## src/rtl/popcount_index_stream_pkg.sv

```systemverilog
// Shared types and default widths for the popcount index streamer.
// Defaults are derived from the vector width so the three stay consistent.
package popcount_index_stream_pkg;

  typedef enum logic {
    IDLE = 1'b0,
    EMIT = 1'b1
  } state_t;

  // Ceiling log2 usable in parameter expressions.
  function automatic int clog2(input int value);
    int result;
    int rem;
    result = 0;
    rem    = value - 1;
    while (rem > 0) begin
      result++;
      rem = rem >> 1;
    end
    return result;
  endfunction

  localparam int DEF_IN_SIZE  = 16;
  localparam int DEF_OUT_SIZE = clog2(DEF_IN_SIZE + 1);
  localparam int DEF_IDX_SIZE = clog2(DEF_IN_SIZE);

endpackage

```

## src/rtl/popcount_index_stream_lsb_priority_encoder.sv

```systemverilog
// Combinational lowest-set-bit finder; also returns the vector with that bit
// removed and whether at most one bit is set.
module lsb_priority_encoder
  import popcount_index_stream_pkg::*;
#(
  parameter int IN_SIZE  = DEF_IN_SIZE,
  parameter int IDX_SIZE = DEF_IDX_SIZE
) (
  input  logic [IN_SIZE-1:0]  vec,
  output logic [IDX_SIZE-1:0] idx,
  output logic                any,
  output logic                single,
  output logic [IN_SIZE-1:0]  cleared
);

  // Scanning from the top lets the lowest set bit win the last assignment.
  always_comb begin
    // NOTE: a default before the loop keeps this purely combinational (no latch).
    idx = '0;
    for (int i = IN_SIZE - 1; i >= 0; i--) begin
      if (vec[i]) idx = IDX_SIZE'(i);
    end
  end

  assign cleared = vec & (vec - IN_SIZE'(1));
  assign any     = |vec;
  assign single  = ~|cleared;

endmodule

```

## src/rtl/popcount_index_stream.sv

```systemverilog
// Expands a captured vector into a handshake stream of set-bit indices,
// lowest first, each beat tagged with its 1-based ordinal.
module popcount_index_stream
  import popcount_index_stream_pkg::*;
#(
  parameter int IN_SIZE  = DEF_IN_SIZE,
  parameter int OUT_SIZE = DEF_OUT_SIZE,
  parameter int IDX_SIZE = DEF_IDX_SIZE
) (
  input  logic                clk,
  input  logic                rst_n,
  input  logic                in_valid,
  output logic                in_ready,
  input  logic [IN_SIZE-1:0]  A,
  output logic                out_valid,
  input  logic                out_ready,
  output logic [IDX_SIZE-1:0] out_index,
  output logic                out_last,
  output logic                out_empty,
  output logic [OUT_SIZE-1:0] count
);

  state_t                state_q, state_d;
  logic [IN_SIZE-1:0]    shadow_q, shadow_d;
  logic [OUT_SIZE-1:0]   ordinal_q, ordinal_d;

  logic [IDX_SIZE-1:0]   lsb_idx;
  logic                  lsb_any;
  logic                  lsb_single;
  logic [IN_SIZE-1:0]    lsb_cleared;

  lsb_priority_encoder #(
    .IN_SIZE  (IN_SIZE),
    .IDX_SIZE (IDX_SIZE)
  ) u_lsb_enc (
    .vec     (shadow_q),
    .idx     (lsb_idx),
    .any     (lsb_any),
    .single  (lsb_single),
    .cleared (lsb_cleared)
  );

  always_ff @(posedge clk or negedge rst_n) begin
    if (!rst_n) begin
      state_q   <= IDLE;
      shadow_q  <= '0;
      ordinal_q <= '0;
    end else begin
      // NOTE: non-blocking updates so every register samples pre-edge values.
      state_q   <= state_d;
      shadow_q  <= shadow_d;
      ordinal_q <= ordinal_d;
    end
  end

  always_comb begin
    state_d   = state_q;
    shadow_d  = shadow_q;
    ordinal_d = ordinal_q;
    case (state_q)
      IDLE: begin
        if (in_valid) begin
          shadow_d  = A;
          ordinal_d = OUT_SIZE'(1);
          state_d   = EMIT;
        end
      end
      EMIT: begin
        if (out_ready) begin
          // A zero vector also reports single, so its lone beat ends the stream.
          if (lsb_single) begin
            shadow_d  = '0;
            ordinal_d = '0;
            state_d   = IDLE;
          end else begin
            shadow_d  = lsb_cleared;
            ordinal_d = ordinal_q + OUT_SIZE'(1);
          end
        end
      end
    endcase
  end

  // Outputs decode from registered state, so reset clears them asynchronously.
  always_comb begin
    in_ready  = (state_q == IDLE);
    out_valid = 1'b0;
    out_index = '0;
    out_last  = 1'b0;
    out_empty = 1'b0;
    count     = '0;
    if (state_q == EMIT) begin
      out_valid = 1'b1;
      out_index = lsb_idx;
      out_last  = lsb_single;
      out_empty = !lsb_any;
      count     = lsb_any ? ordinal_q : '0;
    end
  end

endmodule

```

## config.mk

```make
export PLATFORM = sky130hd
export DESIGN_NAME = popcount_index_stream
export DESIGN_NICKNAME = d
export VERILOG_FILES = /design/src/rtl/popcount_index_stream_pkg.sv /design/src/rtl/popcount_index_stream_lsb_priority_encoder.sv /design/src/rtl/popcount_index_stream.sv
export SDC_FILE = /design/constraint.sdc
export NUM_CORES = 1
export LEC_CHECK = 0
export CAP_MARGIN = 20
export CORE_AREA = 2 2 75 56
export CTS_CLUSTER_DIAMETER = 60
export DETAILED_ROUTE_END_ITERATION = 16
export DIE_AREA = 0 0 77 58
export PLACE_DENSITY = 0.69
export SLEW_MARGIN = 20
export SYNTH_ARGS = -nofsm -noshare
export SYNTH_HDL_FRONTEND = slang
export SYNTH_SLANG_ARGS = --single-unit
```

## constraint.sdc

```tcl
create_clock -name clk -period 2.6 [get_ports clk]
set_input_delay 0.52 -clock clk [delete_from_list [all_inputs] [get_ports clk]]
set_output_delay 0.52 -clock clk [all_outputs]
set_load 0.005 [all_outputs]
```

# Word-level counts from Yosys, hierarchy flattened
# Cells that the tools add are included.
[totals]
regBits = 22
latch_bits = 0
ram_bits = 0
romBits = 0
input_bits = 20
output_inout_bits = 13
elab_cells = 48
n_memories = 0
[classes]
n_addsub = 2
multipliers = 0
n_div = 0
n_lt_le_gt_ge = 0
eq_ne = 2
shifts = 0
n_mux = 34
n_bitwise = 2
reduce_logical = 5
[ops]
columns = ["cell", "count"]
rows = [
  ["2-to-1 mux 4 bit", 17],
  ["2-to-1 mux 16 bit", 3],
  ["one-hot mux 16 bit (2 select lines)", 1],
  ["OR reduction 16 bit", 2],
  ["2-to-1 mux 5 bit", 5],
  ["AND 16 bit", 1],
  ["subtractor 16 x 1 -> 16 bit (second input constant)", 1],
  ["one-hot mux 5 bit (2 select lines)", 1],
  ["2-to-1 mux 1 bit", 6],
  ["adder 5 x 1 -> 5 bit (second input constant)", 1],
  ["!= test 2 bit (second input constant)", 2],
  ["logical NOT 1 bit", 2],
  ["one-hot mux 1 bit (2 select lines)", 1],
  ["AND reduction 2 bit", 1],
  ["NOT 1 bit", 1],
]

# Logic depth before layout (Yosys ltp)
# Gate-level depths: netlist (run 1).
[logic_depth]
word_depth = 17
mapped_depth = 7
ltp_nobuf = 6

# Modules after synthesis
# A second synthesis (run 1) with hierarchy kept.
[hier_totals]
hier_cells = 190
hier_area_um2 = 1610.3
[by_module_without_submodules]
columns = ["mod", "instances", "cells_each", "area_each_um2", "seq_area_each_um2"]
rows = [
  ["popcount_index_stream", 1, 112, 1089.8, 550.5],
  ["lsb_priority_encoder", 1, 78, 520.5, 0.0],
]

# Worst setup path before layout (run 1)
# No wires, ideal clock.
[synth_timing]
path_type = "input-to-reg"
from = "input port out_ready"
to = "register shadow_q[14]"
setup_ns = 0.132
arrival_ns = 2.280
slack_ns = 0.188
cell_stages = 6
path_buffers = 0
path_cell_list = "or3b_4 -> or3_4 -> or4_4 -> or3_1 -> o311ai_1 -> o21ai_1"
[synth_between]
elab_chain_cells = 2
[synth_rtl]
columns = ["item", "line", "rtl"]
rows = [
  ["start: declaration", "popcount_index_stream.sv:16", "input logic out_ready,"],
  ["!= test 2 bit (no line)", "n/a", ""],
  ["AND reduction 2 bit (no line)", "n/a", ""],
  ["end signal: assignment", "popcount_index_stream.sv:51", "shadow_q <= shadow_d;"],
  ["end: declaration", "popcount_index_stream.sv:24", "logic [IN_SIZE-1:0] shadow_q, shadow_d;"],
]
# No other way between the ends.
# A chain may end at the register's enable or synchronous reset.

# Worst setup path in the final report (run 1)
[layout_timing]
from = "register shadow_q[0]"
to = "output port count[0]"
[layout_between]
elab_chain_cells = 3
[layout_rtl]
columns = ["item", "line", "rtl"]
rows = [
  ["OR reduction 16 bit", "popcount_index_stream_lsb_priority_encoder.sv:26", "assign any = |vec;"],
  ["2-to-1 mux 5 bit", "popcount_index_stream.sv:97", "count = lsb_any ? ordinal_q : '0;"],
  ["2-to-1 mux 5 bit", "popcount_index_stream.sv:92", "if (state_q == EMIT) begin"],
  ["end: declaration", "popcount_index_stream.sv:20", "output logic [OUT_SIZE-1:0] count"],
]
# No other way between the ends.

==> metrics, run 1 <==
outcome finished with violations; failing checks setup timing; grt ovf 0; max incr delay on CP 580 ps; Worst Path Arrival 2100 ps; final wirelength 4900 um; crit path max fanout 3; fin util 63.4%; Crit path top cell by count buf_6; TritonCTS clock tree done; Max-Cap Viols 0; setup ws final -15.2 ps; min Tclk post-route 2620 ps; Num CTS Buffers 3; Final setup viols 4; clk sinks 22; Post-Syn Area per Cell 8.09 um^2; DRT Pass-1 Iters 4; hold_ws 606 ps; initial antenna violation count 0; fmax 382 MHz; share of post-route cells with drive strength above 1 29.3%; crit-path cells or4_4, buf_6, nor2_4, a31oi_4, buf_6, and2_4, clkbuf_2; core outline area 3760 um^2; clk slew on worst S/H paths 80 ps; Tcrit/Tclk final 101%; Die Span X 77 um; sequential fraction of the synthesis area 34.2%; Most used DFF post-synth dfrtp_1; Initial Util 42.9%; clk_skew 5.52 ps; worst reg-to-reg path cell count 7; area share of the largest cell type after synthesis 34.2%; RSZ-0062 raised after global routing true; final setup TNS -56.2 ps; nets@finish 278; I/O pin count 33; Post-Synth Adder-Cell Area 1.40%; die height 58 um; Synth Area in Simple Gates 21.8%; GPL Wtd Cong 0.917; Slowest-stage cell, CP or4_4; Setup CP Type flop to primary output; FF+latch count, synth 22; Overall Global Routing Usage 22.2%; vias in the first global route 1,640; post-synthesis net count 220; Area growth, synth to finish 47.8%; synth warn 0; Worst Tran Pin Value 388 ps; Post-synth EDFFs 0; startpoint types flop; complex-gate fraction of the synthesized area 24.9%; ys async rst share 100%; number of H-tree levels 1; synth cell count leaders 24 x o21ai_0, 22 x dfrtp_1, 16 x clkbuf_1, 16 x mux2i_1; Max-slew headroom 74.2%; synthesized instance count 199; vias 1,736; cts hold-fix bufs 0; hpwl dp 3120 um; largest family of logic cells by synthesized area compound AO/OA/AOI/OAI gates; row cnt 19; synthesized area 1610 um^2; CP required 2080 ps; CTS root buf clkbuf_8; # port buffers 32; CP Capture Type primary output; first-pass GRT wire length 8000 um; initial DRC count 74; worst min-delay path class input port to asynchronous set/reset pin; Synth Area in XOR/XNOR 0%; DIE AREA 4470 um^2; Fin. Hold Viols 0; Via density 5.64; count leader, synth o21ai_0; antenna-violating nets left 0; Routed WL per cell 15.9 um; mux contribution to synthesized area 9.95%; P per Cell Area 1380 nW/um^2; Leak 1.06 nW; VDD IR-drop max 0.756 mV; Yosys cell types 42; fin. max-slew vios 0; Max Root-Sink Buffers 2; Skew-Pair Late Insertion Delay 270 ps; DRC 0; synth top area cells dfrtp_1 34%, mux2i_1 9.9%, o21ai_0 7.5%, o211ai_1 5.1%, a21oi_1 4.4%; Antenna Cells 0; Synth area leader dfrtp_1; largest net degree at the start of global routing 41
-- through the flow --
stage          instances  total power, mW  setup slack (ps)  cell area, um^2
2_1_floorplan        199             1.67               188             1610
4_1_cts              304             3.12             -88.8             2330
6_report             308             3.29             -15.2             2380
5_1_grt              308             3.55              -139             2380
3_5_place_dp         293             2.58              -370             2130
3_3_place_gp         293             2.55              -334             2130
-- layout by cell type, fill, tap and decap left out, types with 4 or more instances in the layout --
cell	Yosys	final
buf_4	2	36
o21ai_0	24	22
clkdlybuf4s50_1	0	20
dfrtp_1	22	19
mux2i_1	16	16
a21oi_1	14	13
nor2_1	14	12
o211ai_1	11	11
nand3_1	9	9
nand2_1	10	9
inv_1	8	8
buf_6	1	6
nor4_1	6	5
nor3_1	5	5
or4_4	1	4
and2_4	0	4
clkbuf_8	0	4
dlygate4sd2_1	0	4
-- worst paths after layout --
path	to	slack (ps)	startpoint
worst min register to register	ordinal_q[4]$_DFFE_PN0P_	610	ordinal_q[4]$_DFFE_PN0P_
worst min-delay path	shadow_q[6]$_DFFE_PN0P_	610	rst_n
worst max register to register	shadow_q[14]$_DFFE_PN0P_	50	shadow_q[0]$_DFFE_PN0P_
max in group asynchronous	shadow_q[12]$_DFFE_PN0P_	1730	rst_n
worst max-delay path	count[0]	-20	shadow_q[0]$_DFFE_PN0P_
min in group clk	ordinal_q[4]$_DFFE_PN0P_	610	ordinal_q[4]$_DFFE_PN0P_
-- per-layer routing --
layer | track usage [%] | wire [um]
met1 | 31.9 | 2370
met2 | 35.6 | 2230
met3 | 4.67 | 272
met4 | 3.32 | 25
met5 | 0 | 0
-- power by group --
group | switching (mW) | internal [mW] | total [mW]
combinational | 1.12 | 1.28 | 2.40
clock | 0.117 | 0.135 | 0.252
sequential | 0.151 | 0.491 | 0.642
-- area by class of cell --
class                      instances  area (um^2)
fill                             355         1380
multi-input combinational        148         1040
timing repair buffer              74          636
sequential                        22          554
tap                               52         65.1
clock buffer                       4         55.1
inverter                           8         30.0
-- flip-flops by register name, summed over array words and instances (netlist names) --
signal / flops
ordinal_q: 5
shadow_q: 16
state_q: 1
-- logic make-up after synthesis --
group,Yosys count
multiplexers,16
AO/OA/AOI/OAI,65
AND/OR/NAND/NOR,65
buffers and inverters,29
adder cells (fa/ha/maj),2
flip-flops,22
-- critical path, delay by kind of cell (launching register included) --
kind | cells | cell delay (ps)
simple gates | 3 | 890
flops | 1 | 410
buf+inv | 3 | 390
compound gates | 1 | 120
-- timing repair --
action | 4_1_cts | 5_1_grt
gates resized for setup | 40 | 17
buffers inserted | 7 | 4
gates cloned | 0 | 0
hold endpoints to repair | 0 | 0
pin swaps | 12 | 13
endpoints found under the setup margin | 12 | 9
Note: power is estimated with default switching activity, not from simulation.
==> run 2, diff against run 1 <==
CORE_AREA = 2 2 63 65   (was 2 2 75 56)
DIE_AREA = 0 0 65 67   (was 0 0 77 58)
PLACE_DENSITY = 0.7   (was 0.69)
SETUP_SLACK_MARGIN = 0.15   (was default)
==> run 2 against run 1 <==
Compared with the run above: the flow now finishes without violations; core utilization grew 4.7 points; critical path depth shrank 1; sequential cell count is the same; sequential share of layout area shrank 0.74 points; sequential power is essentially flat; combinational power grew 5%; non-clock buffer count grew 5.
==> metrics, run 2 (synthesis results as in run 1) <==
outcome finished, final reports clean; die height 67 um; VDD IR-drop max 0.681 mV; CP top delay family simple AND/OR/NAND/NOR gates; DIE AREA 4360 um^2; startpoint types flop; Antenna Cells 0; largest net degree at the start of global routing 41; Max-Cap Viols 0; Final setup viols 0; WP buf/inv 1; Skew-Pair Late Insertion Delay 270 ps; sequential power share 18.7%; worst min-delay path class flop to flop; Routed WL per cell 14.9 um; CP Capture Type primary output; Fin. Hold Viols 0; hold_ws 577 ps; nets@finish 283; initial DRC count 111; TritonCTS clock tree done; Leak 1.11 nW; crit path max fanout 3; combinational share of power 73.9%; vias in the first global route 1,637; Die Span X 65 um; fin util 68.0%; vias 1,771; switching power 1.41 mW; # port buffers 32; CP required 2080 ps; crit-path cells or4_4, o41ai_2, o21ai_1, nand4b_1, nor2_1, buf_2; first-pass GRT wire length 7600 um; antenna-violating nets left 0; Setup CP Type flop to primary output; DRC 0; Max Root-Sink Buffers 2; Int Pwr 2.00 mW; RSZ-0062 raised after global routing true; Area growth, synth to finish 52.3%; fmax 386 MHz; initial antenna violation count 0; fin. max-slew vios 0; most frequent cells in the layout 39 x buf_4, 20 x o21ai_0, 20 x clkdlybuf4s50_1, 20 x dfrtp_1, 16 x mux2i_1; Max-slew headroom 73.1%; max incr delay on CP 570 ps; CTS root buf clkbuf_8; row cnt 22; commonest non-fill, non-tap cell in the layout buf_4; GPL Wtd Cong 0.865; DRT Pass-1 Iters 4; Slowest-stage cell, CP or4_4; share of post-route cells with drive strength above 1 34.1%; cell area after layout 2450 um^2; Largest Register shadow_q; final wirelength 4600 um; final setup TNS 0 ps; clk sinks 22; switching part of the total 41.4%; hpwl dp 2910 um; placed instance area 2140 um^2; Worst Path Arrival 2070 ps; Initial Util 44.7%; number of H-tree levels 1; grt ovf 0; Via density 5.73; Overall Global Routing Usage 22.3%; max FFs per register 16; Tcrit/Tclk final 99.6%; clk slew on worst S/H paths 90 ps; largest registers shadow_q (16), ordinal_q (5), state_q (1); P per Cell Area 1390 nW/um^2; clk_skew 9.69 ps; Num CTS Buffers 3; I/O pin count 33; min Tclk post-route 2590 ps; Worst Tran Pin Value 404 ps; core outline area 3610 um^2; clock group share of total power 7.4%
-- run 2: cell count changes in the layout (fill, tap and decap cells not counted), moves of 2 or more --
cell             delta
buf_6               +6
buf_2               +3
buf_4               +3
clkdlybuf4s15_1     -3
dlygate4sd2_1       -3
clkbuf_2            -2
nor2_1              -2
nor3_1              -2
nor3_2              +2
o21ai_0             -2
-- run 2: worst min-delay path: stages, from the launching register on --
cell	delay, ps
dfrtp_1	380
o21ai_0	100
nand2_1	70
-- run 2: timing repair --
action	4_1_cts	5_1_grt
setup buffers	9	5
setup endpoints to repair	13	13
pin swaps	19	17
hold buffers	0	0
gates resized for setup	58	26
-- run 2: layer usage --
| layer | wire length [um] | global-route usage, % |
|---|---|---|
| met5 | 0 | 0 |
| met4 | 61 | 7.71 |
| met1 | 2150 | 30.0 |
| met2 | 2170 | 36.7 |
| met3 | 222 | 2.70 |
-- run 2: metrics by stage --
stage	setup WS, ps	power (mW)	std cells
global route	-90.9	3.68	309
detailed placement	-344	2.59	291
finish	10.3	3.41	309
CTS	-36.9	3.16	304
global placement	-314	2.57	291
floorplan	188	1.67	199
-- run 2: area by class of cell --
| cell class | count | area (um^2) |
|---|---|---|
| fill | 289 | 1150 |
| timing repair buffer | 79 | 687 |
| tap | 48 | 60.1 |
| multi-input combinational | 148 | 1070 |
| inverter | 8 | 30.0 |
| clock buffer | 4 | 55.1 |
| sequential | 22 | 553 |
-- run 2: path summary, 6_finish.rpt --
kind / slack [ps] / endpoint / cells after the start / start
hold reg to reg: 580 / ordinal_q[4]$_DFFE_PN0P_ / 2 / ordinal_q[4]$_DFFE_PN0P_
setup reg to reg: 160 / shadow_q[14]$_DFFE_PN0P_ / 7 / shadow_q[0]$_DFFE_PN0P_
min in group asynchronous: 600 / shadow_q[15]$_DFFE_PN0P_ / 2 / rst_n
max in group asynchronous: 1740 / shadow_q[12]$_DFFE_PN0P_ / 2 / rst_n
hold / removal: 580 / ordinal_q[4]$_DFFE_PN0P_ / 2 / ordinal_q[4]$_DFFE_PN0P_
setup / recovery: 10 / out_last / 6 / shadow_q[8]$_DFFE_PN0P_
-- run 2: power groups by stage --
stage                     logic [mW]  clock network, mW  registers [mW]
after floorplan                 1.09                  0           0.577
after global placement          1.95                  0           0.612
after detailed placement        1.98                  0           0.615
after CTS                       2.28              0.257           0.619
after global routing            2.75              0.270           0.660
final                           2.52              0.252           0.639
